[src/rtl/instruction_encode_pkg.sv]
// ControlTypeDefs: instruction classes and operations shared by the decode and
// encode sides, plus the RV32I opcode constants used by the encoder and the
// NOP word that fills the output when nothing (or nothing legal) is available.
package ControlTypeDefs;

  typedef enum logic [2:0] {
    R_TYPE, I_TYPE, LOAD_TYPE, S_TYPE, B_TYPE, U_TYPE, J_TYPE
  } InstructionTypes;

  typedef enum logic [4:0] {
    NULL, ADD, SUB, SLL, SLT, SLTU, XOR, SRL, SRA, OR, AND,
    LB, LH, LW, LBU, LHU, SB, SH, SW,
    BEQ, BNE, BLT, BGE, BLTU, BGEU,
    LUI, AUIPC, JUMP_LINK, JUMP_LINK_REG
  } InstructionSubTypes;

  typedef enum logic {IDLE, SECOND} EncodeStates;

  localparam logic [6:0] OPCODE_OP     = 7'b0110011;
  localparam logic [6:0] OPCODE_OP_IMM = 7'b0010011;
  localparam logic [6:0] OPCODE_LOAD   = 7'b0000011;
  localparam logic [6:0] OPCODE_STORE  = 7'b0100011;
  localparam logic [6:0] OPCODE_BRANCH = 7'b1100011;
  localparam logic [6:0] OPCODE_LUI    = 7'b0110111;
  localparam logic [6:0] OPCODE_AUIPC  = 7'b0010111;
  localparam logic [6:0] OPCODE_JAL    = 7'b1101111;
  localparam logic [6:0] OPCODE_JALR   = 7'b1100111;

  localparam logic [31:0] NOP_WORD = 32'h00000013;

  // funct3 for every operation; the class decides which opcode it goes with.
  function automatic logic [2:0] funct3Of(input InstructionSubTypes sub);
    logic [2:0] f3;
    f3 = 3'b000;
    case (sub)
      SLL, LH, SH, BNE:   f3 = 3'b001;
      SLT, LW, SW:        f3 = 3'b010;
      SLTU:               f3 = 3'b011;
      XOR, LBU, BLT:      f3 = 3'b100;
      SRL, SRA, LHU, BGE: f3 = 3'b101;
      OR, BLTU:           f3 = 3'b110;
      AND, BGEU:          f3 = 3'b111;
      default:            f3 = 3'b000;
    endcase
    return f3;
  endfunction

endpackage

[src/rtl/instruction_fifo.sv]
// instruction_fifo: output word buffer between the encoder and its consumer.
//   iClk/iRst     clock and synchronous active-high reset
//   push/pushWord write one word (ignored when full)
//   pop           remove the head word (ignored when empty)
//   headValid     buffer not empty
//   headWord      oldest stored word, NOP when empty
//   count         occupancy, 0..DEPTH
module instruction_fifo
  import ControlTypeDefs::*;
#(
  parameter int DEPTH = 4
) (
  input  logic                     iClk,
  input  logic                     iRst,
  input  logic                     push,
  input  logic [31:0]              pushWord,
  input  logic                     pop,
  output logic                     headValid,
  output logic [31:0]              headWord,
  output logic [$clog2(DEPTH):0]   count
);

  localparam int PW = $clog2(DEPTH);
  localparam logic [PW:0] FULL_COUNT = DEPTH[PW:0];

  logic [31:0]   mem [DEPTH];
  logic [PW-1:0] wrPtr;
  logic [PW-1:0] rdPtr;
  logic          doPush;
  logic          doPop;

  // Guards so a full buffer is never overwritten and an empty one never read.
  assign doPop  = pop && (count != '0);
  assign doPush = push && (count != FULL_COUNT);

  // Pointers are exactly PW bits wide, so incrementing wraps modulo DEPTH.
  always_ff @(posedge iClk) begin
    if (iRst) begin
      wrPtr <= '0;
      rdPtr <= '0;
      count <= '0;
    end else begin
      if (doPush) wrPtr <= wrPtr + 1'b1;
      if (doPop)  rdPtr <= rdPtr + 1'b1;
      case ({doPush, doPop})
        2'b10:   count <= count + 1'b1;
        2'b01:   count <= count - 1'b1;
        default: ;
      endcase
    end
  end

  // Storage needs no reset: the empty check hides stale contents.
  always_ff @(posedge iClk) begin
    if (doPush) mem[wrPtr] <= pushWord;
  end

  assign headValid = (count != '0);
  assign headWord  = headValid ? mem[rdPtr] : NOP_WORD;

endmodule

[src/rtl/instruction_encode.sv]
// instruction_encode: turns instruction requests into RV32I machine words and
// queues them for a consumer. Load-immediate values that do not fit 12 bits
// become LUI followed by ADDI, the ADDI issued from the SECOND state.
//   iClk, iRst                         clock, synchronous active-high reset
//   iValid/iReady                      request handshake
//   iInstructionType/SubType           class and operation
//   iRd, iRs1, iRs2, iImm, iPseudoLi   operands
//   oValid/oReady, oInstruction        output word handshake
//   oCount                             buffered words
//   oError                             sticky: an illegal request was seen
module instruction_encode
  import ControlTypeDefs::*;
#(
  parameter int FIFO_DEPTH = 4
) (
  input  logic                          iClk,
  input  logic                          iRst,
  input  logic                          iValid,
  output logic                          iReady,
  input  InstructionTypes               iInstructionType,
  input  InstructionSubTypes            iInstructionSubType,
  input  logic [4:0]                    iRd,
  input  logic [4:0]                    iRs1,
  input  logic [4:0]                    iRs2,
  input  logic [31:0]                   iImm,
  input  logic                          iPseudoLi,
  output logic                          oValid,
  input  logic                          oReady,
  output logic [31:0]                   oInstruction,
  output logic [$clog2(FIFO_DEPTH):0]   oCount,
  output logic                          oError
);

  localparam int CW = $clog2(FIFO_DEPTH) + 1;
  localparam logic [CW-1:0] FULL_COUNT = FIFO_DEPTH[CW-1:0];

  EncodeStates state;
  logic [4:0]  pendRd;
  logic [11:0] pendImm;

  logic        notFull;
  logic        accept;
  logic        pushEn;
  logic [31:0] pushWord;
  logic [31:0] encWord;
  logic        encBad;
  logic        liSplit;
  logic [2:0]  f3;
  logic        fits12;
  logic        fitsBranch;
  logic        fitsJal;
  logic [19:0] liUpper;
  logic [6:0]  shiftF7;

  assign notFull = (oCount < FULL_COUNT);
  // Gated by iRst so nothing is taken during the reset cycle itself.
  assign iReady  = !iRst && (state == IDLE) && notFull;
  assign accept  = iValid && iReady;

  // Range checks as sign-extension tests on the upper immediate bits.
  assign fits12     = (&iImm[31:11]) || !(|iImm[31:11]);
  assign fitsBranch = ((&iImm[31:12]) || !(|iImm[31:12])) && !iImm[0];
  assign fitsJal    = ((&iImm[31:20]) || !(|iImm[31:20])) && !iImm[0];
  // (iImm + 0x800) >> 12 rounds so the signed low 12 bits of ADDI land back on iImm.
  assign liUpper    = iImm[31:12] + {19'd0, iImm[11]};
  assign f3         = funct3Of(iInstructionSubType);
  assign shiftF7    = (iInstructionSubType == SRA || iInstructionSubType == SUB) ? 7'b0100000 : 7'b0000000;

  // Encodes the presented request; an operation that does not belong to the
  // class, or an operand out of range, marks the request illegal.
  always_comb begin
    encWord = NOP_WORD;
    encBad  = 1'b0;
    liSplit = 1'b0;
    if (iPseudoLi) begin
      if (fits12) begin
        encWord = {iImm[11:0], 5'd0, 3'b000, iRd, OPCODE_OP_IMM};
      end else begin
        encWord = {liUpper, iRd, OPCODE_LUI};
        liSplit = 1'b1;
      end
    end else begin
      unique case (iInstructionType)
        R_TYPE: begin
          encBad  = !(iInstructionSubType inside {ADD, SUB, SLL, SLT, SLTU, XOR, SRL, SRA, OR, AND});
          encWord = {shiftF7, iRs2, iRs1, f3, iRd, OPCODE_OP};
        end
        I_TYPE: begin
          if (iInstructionSubType inside {SLL, SRL, SRA}) begin
            encBad  = |iImm[31:5];
            encWord = {shiftF7, iImm[4:0], iRs1, f3, iRd, OPCODE_OP_IMM};
          end else begin
            encBad  = !(iInstructionSubType inside {ADD, SLT, SLTU, XOR, OR, AND}) || !fits12;
            encWord = {iImm[11:0], iRs1, f3, iRd, OPCODE_OP_IMM};
          end
        end
        LOAD_TYPE: begin
          encBad  = !(iInstructionSubType inside {LB, LH, LW, LBU, LHU}) || !fits12;
          encWord = {iImm[11:0], iRs1, f3, iRd, OPCODE_LOAD};
        end
        S_TYPE: begin
          encBad  = !(iInstructionSubType inside {SB, SH, SW}) || !fits12;
          encWord = {iImm[11:5], iRs2, iRs1, f3, iImm[4:0], OPCODE_STORE};
        end
        B_TYPE: begin
          encBad  = !(iInstructionSubType inside {BEQ, BNE, BLT, BGE, BLTU, BGEU}) || !fitsBranch;
          encWord = {iImm[12], iImm[10:5], iRs2, iRs1, f3, iImm[4:1], iImm[11], OPCODE_BRANCH};
        end
        U_TYPE: begin
          encBad  = !(iInstructionSubType inside {LUI, AUIPC}) || (|iImm[11:0]);
          encWord = {iImm[31:12], iRd, (iInstructionSubType == AUIPC) ? OPCODE_AUIPC : OPCODE_LUI};
        end
        J_TYPE: begin
          if (iInstructionSubType == JUMP_LINK) begin
            encBad  = !fitsJal;
            encWord = {iImm[20], iImm[10:1], iImm[11], iImm[19:12], iRd, OPCODE_JAL};
          end else begin
            encBad  = (iInstructionSubType != JUMP_LINK_REG) || !fits12;
            encWord = {iImm[11:0], iRs1, 3'b000, iRd, OPCODE_JALR};
          end
        end
        default: encBad = 1'b1;
      endcase
    end
  end

  // In SECOND the buffer input is reserved for the deferred ADDI.
  always_comb begin
    pushEn   = accept;
    pushWord = encBad ? NOP_WORD : encWord;
    if (state == SECOND) begin
      pushEn   = notFull;
      pushWord = {pendImm, pendRd, 3'b000, pendRd, OPCODE_OP_IMM};
    end
  end

  // Two-state sequencer for split load-immediates plus the sticky error flag.
  always_ff @(posedge iClk) begin
    if (iRst) begin
      state   <= IDLE;
      pendRd  <= '0;
      pendImm <= '0;
      oError  <= 1'b0;
    end else if (state == SECOND) begin
      if (notFull) state <= IDLE;
    end else if (accept) begin
      if (encBad) oError <= 1'b1;
      if (liSplit) begin
        state   <= SECOND;
        pendRd  <= iRd;
        pendImm <= iImm[11:0];
      end
    end
  end

  instruction_fifo #(.DEPTH(FIFO_DEPTH)) fifo (
    .iClk      (iClk),
    .iRst      (iRst),
    .push      (pushEn),
    .pushWord  (pushWord),
    .pop       (oReady),
    .headValid (oValid),
    .headWord  (oInstruction),
    .count     (oCount)
  );

endmodule

[config.mk]
export PLATFORM = sky130hd
export DESIGN_NAME = instruction_encode
export DESIGN_NICKNAME = d
export VERILOG_FILES = /design/src/rtl/instruction_encode_pkg.sv /design/src/rtl/instruction_fifo.sv /design/src/rtl/instruction_encode.sv
export SDC_FILE = /design/constraint.sdc
export NUM_CORES = 1
export LEC_CHECK = 0
export CAP_MARGIN = 25
export CORE_MARGIN = 2
export CORE_UTILIZATION = 52
export DETAILED_ROUTE_END_ITERATION = 8
export HOLD_SLACK_MARGIN = 0.15
export PLACE_DENSITY = 0.83
export SYNTH_ARGS = -nofsm -noshare
export SYNTH_HDL_FRONTEND = slang
export SYNTH_SLANG_ARGS = --single-unit
[constraint.sdc]
create_clock -name iClk -period 5.1 [get_ports iClk]
set_input_delay 1.02 -clock iClk [delete_from_list [all_inputs] [get_ports iClk]]
set_output_delay 1.02 -clock iClk [all_outputs]
set_load 0.005 [all_outputs]
==> metrics.yaml, run 1 <==
setup_path:
  setup.worst_path.start: "iInstructionSubType[0]"
  cp.arrival_ps: 4220
  reg2reg_depth: 9
  start_kind: "input port"
  rrSetupSlack_ps: 2280
  crit_type: "input port to flop"
  rr_startpoint: "fifo.count[2]$_SDFFE_PP0P_"
  crit_fanout: 12
  worstPathRequired_ps: 5200
  reg2reg_to: "fifo.count[2]$_SDFFE_PP0P_"
  end_kind: "flop"
grt:
  grt_overflow: 0
  grt_usage_pct: 27.8
  grt_max_degree: 41
  grt_pass1_vias: 5841
  grt_antenna_before_repair: 0
  grt_pass1_wl_um: 33500
hold_path:
  hold_class: "flop to flop"
  min_from: "oError$_SDFFE_PP0P_"
  min_to: "oError$_SDFFE_PP0P_"
  hold_depth: 1
synth:
  yosysUniqueCellTypes: 76
  yosys-top-cells-area: "edfxtp_1 46%, mux4_2 8.9%, dfxtp_1 7.1%"
  synthCells: 652
  synth_compound_gate_area_share_pct: 11.6
  synth_top_area_share_pct: 46.0
  synth_top_family_by_area: "simple AND/OR/NAND/NOR gates"
  synth-simple-area-share_pct: 15.4
  synth-xor-area-share_pct: 2.35
  synth_seq_cells: 148
  syn_area_per_cell_um2: 12.0
  synthMuxAreaShare_pct: 11.5
  synth_edf_count: 120
  synthAdderAreaFrac_pct: 2.49
  synth_seq_area_share_pct: 53.1
  syn_area_um2: 7840
  async_flop_share_pct: 0
  ys.flop_type: "edfxtp_1"
  yosysTopAreaCell: "edfxtp_1"
  yosysWarnings: 0
cts:
  post_cts_buffers: 0
  cts_hold_buffers: 0
  clockBufferDepth: 2
  clock_latency_ps: 420
  cts.sinks: 148
  ctsResizeCount: 0
  clk_pin_slew_ps: 60
  cts_tree: "done"
  numCtsBuffers: 17
  htree_levels: 4
  cts_root_buffer: "clkbuf_16"
final_layout:
  antennaDiodeCount: 0
  synthToLayoutAreaGrowth_pct: 20.9
  fillers: 1081
  drive_gt1_share_pct: 12.3
  final_net_count: 817
timing:
  fin_crit_ps: 4120
  fmax_ghz: 0.243
  max_slew_margin_pct: 46.2
  skew_ps: 5.53
  worst_hold_slack_ps: 487
  finalMaxSlewViolations: 0
  setup_viol: 0
  finalCritPeriodShare_pct: 80.7
  hold_viol: 0
  rsz0062_at_grt: "false"
  tns_ps: 0
  worst_pin_slew_ps: 798
place:
  gp_congestion: 1.08
  post-dp-hpwl_um: 15800
  port_buffers: 95
floorplanning:
  row_count: 44
  core_area_um2: 14600
  die_h_um: 127
  dieArea_um2: 16100
  initial_core_util_pct: 53.5
  fp.dieW_um: 127
  ios: 98
detailed_routing:
  antenna_left: 0
  drt_iter0_drc: 844
  drc_errors: 0
  postRouteWirelength_um: 21800
  vias: 6048
  wl_per_cell_um: 23.2
  drt_pass1_iterations: 5
  avgViaCountPerCell: 6.45
power_and_ir_drop:
  powerDensity_nw_per_um2: 395
  irDropWorstVdd_uv: 234
  power.leakage_nw: 3.32
outcome:
  status: "complete, no violations"
run:
  max_cap_violations: 0
-- kinds of logic after synthesis --
group / after synthesis
buffers and inverters: 63
AND/OR/NAND/NOR: 227
other: 1
AO/OA/AOI/OAI: 126
multiplexers: 51
flip-flops: 148
adder cells (fa/ha/maj): 15
XOR/XNOR: 21
-- synthesized netlist by cell type, types with 3 or more instances --
cell type  instances
nand3_1           13
buf_1              5
a221o_1            3
xnor2_1           12
a32o_1             4
nand4_1           10
ha_1              14
nand3b_1           3
a21oi_1           30
buf_6              3
and3_1             6
o31ai_2            4
nor3_1            18
nor4_1             7
inv_1             21
a22oi_1            3
nor2_1            52
o21ai_0           26
mux4_2            31
buf_2              3
or3_1              6
clkbuf_1          27
dfxtp_1           28
xor2_1             9
a211oi_1           3
mux2i_1           19
a22o_1             6
a221oi_1          12
nand2_1           43
and2_1            39
nand2b_1           9
edfxtp_1         120
nor3_2             3
buf_4              3
nor2b_1            5
-- worst max-delay path by stage --
stage                                      to  slack, ps  cells after the start
detailed placement  fifo.mem[3][19]$_DFFE_PP_        550                      8
floorplan           fifo.mem[0][16]$_DFFE_PP_       2010                      8
CTS                 fifo.mem[3][19]$_DFFE_PP_       1000                      8
global route        fifo.mem[1][17]$_DFFE_PP_        760                      9
global placement    fifo.mem[0][15]$_DFFE_PP_        690                      8
finish              fifo.mem[1][20]$_DFFE_PP_        980                      9
-- power by group --
part	internal, mW	leakage, nW	switching, mW
combinational	0.623	1.73	0.497
sequential	1.43	1.34	0.0930
clock	0.657	0.247	0.452
-- worst max-delay path, stage by stage --
cell and delay (ps):
clkdlybuf4s50_1 560, inv_1 120, ha_1 270, or3_1 380, a21oi_1 200, o21ai_0 140
a41oi_1 560, o31a_1 700, a21oi_1 260
-- area by class of cell --
class,instances,area [um^2],area share [%]
clock buffer,19,433,4.57
tap,184,230,2.43
clock inverter,12,90.1,0.950
sequential,148,4170,44.0
timing repair buffer,111,1070,11.3
multi-input combinational,442,3410,35.9
inverter,22,82.6,0.871
-- stage by stage --
stage	total power [mW]	area, um^2	std cells	utilization, %	worst slack [ps]
floorplan	2.12	7840	653	-	2010
global placement	2.63	8960	907	61.2	690
detailed placement	2.67	8960	907	61.2	549
CTS	3.77	9480	938	64.7	1000
global route	3.92	9480	938	64.7	759
finish	3.75	9480	938	64.7	983
-- flip-flops by register name (all words and copies together) (netlist names), named ones only --
register    cells
fifo.wrPtr      2
fifo.count      3
fifo.rdPtr      2
pendImm        12
oError          1
state           1
fifo.mem      120
pendRd          5
-- routing by layer --
metal	track usage (%)	share of wire, %	vias to the layer above
met5	0	0	-
met4	10.9	3.3	0
met3	5.44	7.4	54
met2	44.9	48	350
met1	37.4	41	2981
li1	-	-	2663
-- layout by cell type (no fill, tap or decap), types with 3 or more instances in the layout --
cell and instances:
a211oi_1 3, a21oi_1 30, a221o_1 3, a221oi_1 12, a22o_1 6, a22oi_1 3
a32o_1 4, and2_1 39, and3_1 6, buf_4 16, clkbuf_16 17, clkdlybuf4s50_1 95
clkinv_1 6, clkinvlp_4 3, dfxtp_1 26, edfxtp_1 120, ha_1 14, inv_1 21
mux2i_1 19, mux4_2 31, nand2_1 43, nand2b_1 9, nand3_1 13, nand3b_1 3
nand4_1 10, nor2_1 52, nor2b_1 5, nor3_1 18, nor3_2 3, nor4_1 7
o21ai_0 26, o31ai_2 4, or3_1 6, xnor2_1 12, xor2_1 9
(Power assumes the default switching activity.)
==> run 2, diff against run 1 <==
Clock period 5.1 ns to 3.94 ns, I/O delays scaled along.
==> run 2 against run 1 <==
Effect of this change: sequential share of layout area fell by 1.7 points; cell area up 4.1%; flip-flop and latch count unchanged; combinational power up 37%; critical path type unchanged; highest routed layer unchanged.
==> metrics.yaml, run 2 (synthesis results as in run 1) <==
setup_path:
  crit_type: "input port to flop"
  cp.arrival_ps: 3840  # -380 ps
  reg2reg_depth: 9  # unchanged
  setup.worst_path.start: "iImm[27]"
  crit_fanout: 12  # unchanged
  rrSetupSlack_ps: 1010  # -1270 ps
  worstPathRequired_ps: 4080  # -1120 ps
  end_kind: "flop"
  start_kind: "input port"
  reg2reg_to: "fifo.count[2]$_SDFFE_PP0P_"
  rr_startpoint: "fifo.count[2]$_SDFFE_PP0P_"
cts:
  clockBufferDepth: 2  # unchanged
  numCtsBuffers: 17  # unchanged
  clock_latency_ps: 420  # about the same
  cts_hold_buffers: 0  # unchanged
  htree_levels: 4  # unchanged
  post_cts_buffers: 0  # unchanged
  clk_pin_slew_ps: 60  # about the same
  cts_root_buffer: "clkbuf_16"
  cts_tree: "done"
  cts.sinks: 148  # unchanged
run:
  max_cap_violations: 0  # unchanged
timing:
  layout_setup_ws_ps: 244  # -739 ps
  worst_hold_slack_ps: 501  # +13.6 ps
  fmax_ghz: 0.271
  fin_crit_ps: 3700
  rsz0062_at_grt: "false"
  finalMaxSlewViolations: 0  # unchanged
  max_slew_margin_pct: 45.0  # -1.2 points
  skew_ps: 8.81  # +3.28 ps
  hold_viol: 0  # unchanged
  finalCritPeriodShare_pct: 93.8
  worst_pin_slew_ps: 824  # +25.2 ps
  setup_viol: 0  # unchanged
detailed_routing:
  drt_pass1_iterations: 6  # +1
  antenna_left: 0  # unchanged
  postRouteWirelength_um: 22400  # +2.7%
  drt_iter0_drc: 711  # -16%
  wl_per_cell_um: 23.0  # -0.89%
  vias: 6196  # +2.4%
  drc_errors: 0  # unchanged
  avgViaCountPerCell: 6.37  # -1.1%
outcome:
  status: "complete, no violations"
floorplanning:
  initial_core_util_pct: 53.5  # unchanged
  core_area_um2: 14600  # unchanged
  ios: 98  # unchanged
  dieArea_um2: 16100  # unchanged
  row_count: 44  # unchanged
  fp.dieW_um: 127  # unchanged
  die_h_um: 127  # unchanged
hold_path:
  min_from: "pendImm[2]$_SDFFE_PP0P_"
  hold_depth: 2  # +1
  hold_class: "flop to flop"
  min_to: "pendImm[2]$_SDFFE_PP0P_"
grt:
  grt_pass1_wl_um: 34600  # +3.4%
  grt_max_degree: 37  # -9.8%
  grt_antenna_before_repair: 0  # unchanged
  grt_pass1_vias: 6177  # +5.8%
  grt_overflow: 0  # unchanged
  grt_usage_pct: 28.5  # +0.76 points
power_and_ir_drop:
  power.leakage_nw: 3.54  # +6.6%
  irDropWorstVdd_uv: 446  # +90%
  powerDensity_nw_per_um2: 525  # +33%
place:
  post-dp-hpwl_um: 15900  # +0.58%
  port_buffers: 95  # unchanged
  gp_congestion: 1.11  # +2.8%
  dp_slack_ps: -178  # -728 ps
  dp_cells: 940  # +3.6%
final_layout:
  antennaDiodeCount: 0  # unchanged
  drive_gt1_share_pct: 16.8  # +4.4 points
  final_cells: 972  # +3.6%
  largest-register: "fifo.mem"
  largest_reg_flops: 120  # unchanged
  reg_top3: "fifo.mem x120, pendImm x12, pendRd x5"
  final_net_count: 850  # +4.0%
  final_common_cell: "edfxtp_1"
  layout_common_cells: "120 x edfxtp_1, 95 x clkdlybuf4s50_1, 52 x nor2_1, 47 x buf_4, 43 x nand2_1"
  synthToLayoutAreaGrowth_pct: 25.8
run 2: cell types whose count changed in the layout (fill, tap and decap cells not counted), moves of 2 or more:
| cell | previous run | this run |
|---|---|---|
| buf_12 | 0 | 2 |
| buf_4 | 16 | 47 |
| bufinv_16 | 1 | 4 |
| clkinv_1 | 6 | 2 |
| clkinv_2 | 2 | 0 |
| clkinv_4 | 0 | 3 |
run 2: through the flow:
step                      power (mW)  area [um^2]  setup TNS (ps)  util (%)
final                           5.18         9860               0      67.4
after detailed placement        3.49         9230           -1380      63.0
after global routing            5.39         9860               0      67.4
after global placement          3.44         9230            -634      63.0
after CTS                       5.21         9860               0      67.3
after floorplan                 2.75         7840               0         -
run 2: final cells by class:
type                            instances  area [um^2]
Sequential cell                       148         4170
Clock buffer                           18          429
Timing Repair Buffer                  144         1340
Multi-Input combinational cell        442         3410
Inverter                               22         82.6
Fill cell                            1041         4780
Tap cell                              184          230
Clock inverter                         14          201
run 2: what timing repair did:
item                                   4_1_cts  5_1_grt
resized for setup                            0        1
endpoints found under the hold margin        0        0
setup endpoints to repair                    0        4
run 2: worst max-delay path, cell delays in order:
cell and delay [ps]:
clkdlybuf4s50_1 500, nand4_1 300, nor4_2 520, nor2_1 150, o311ai_1 320, o21ai_1 260
o31a_1 330, buf_12 160, a211oi_1 510
run 2: worst max-delay path by stage:
stage / endpoint / slack [ps]
after floorplan: fifo.mem[0][16]$_DFFE_PP_ / 1080
after global placement: fifo.mem[0][15]$_DFFE_PP_ / -150
after detailed placement: fifo.mem[1][15]$_DFFE_PP_ / -180
after CTS: fifo.mem[0][15]$_DFFE_PP_ / 210
after global routing: fifo.mem[1][7]$_DFFE_PP_ / 50
final: fifo.mem[1][7]$_DFFE_PP_ / 240
run 2: per-layer routing:
layer | wire length (um) | up-vias | share of wire [%] | GRT usage (%)
met3 | 1750 | 66 | 7.8 | 5.31
met4 | 805 | 0 | 3.6 | 12.5
met2 | 11000 | 366 | 49 | 47.1
met1 | 8810 | 3021 | 39 | 37.1
met5 | 0 | - | 0 | 0
li1 | - | 2743 | - | -
run 2: power breakdown:
part / internal (mW) / switching [mW]
sequential: 1.85 / 0.0984
clock: 1.07 / 0.642
combinational: 0.846 / 0.682
total: 3.76 / 1.42
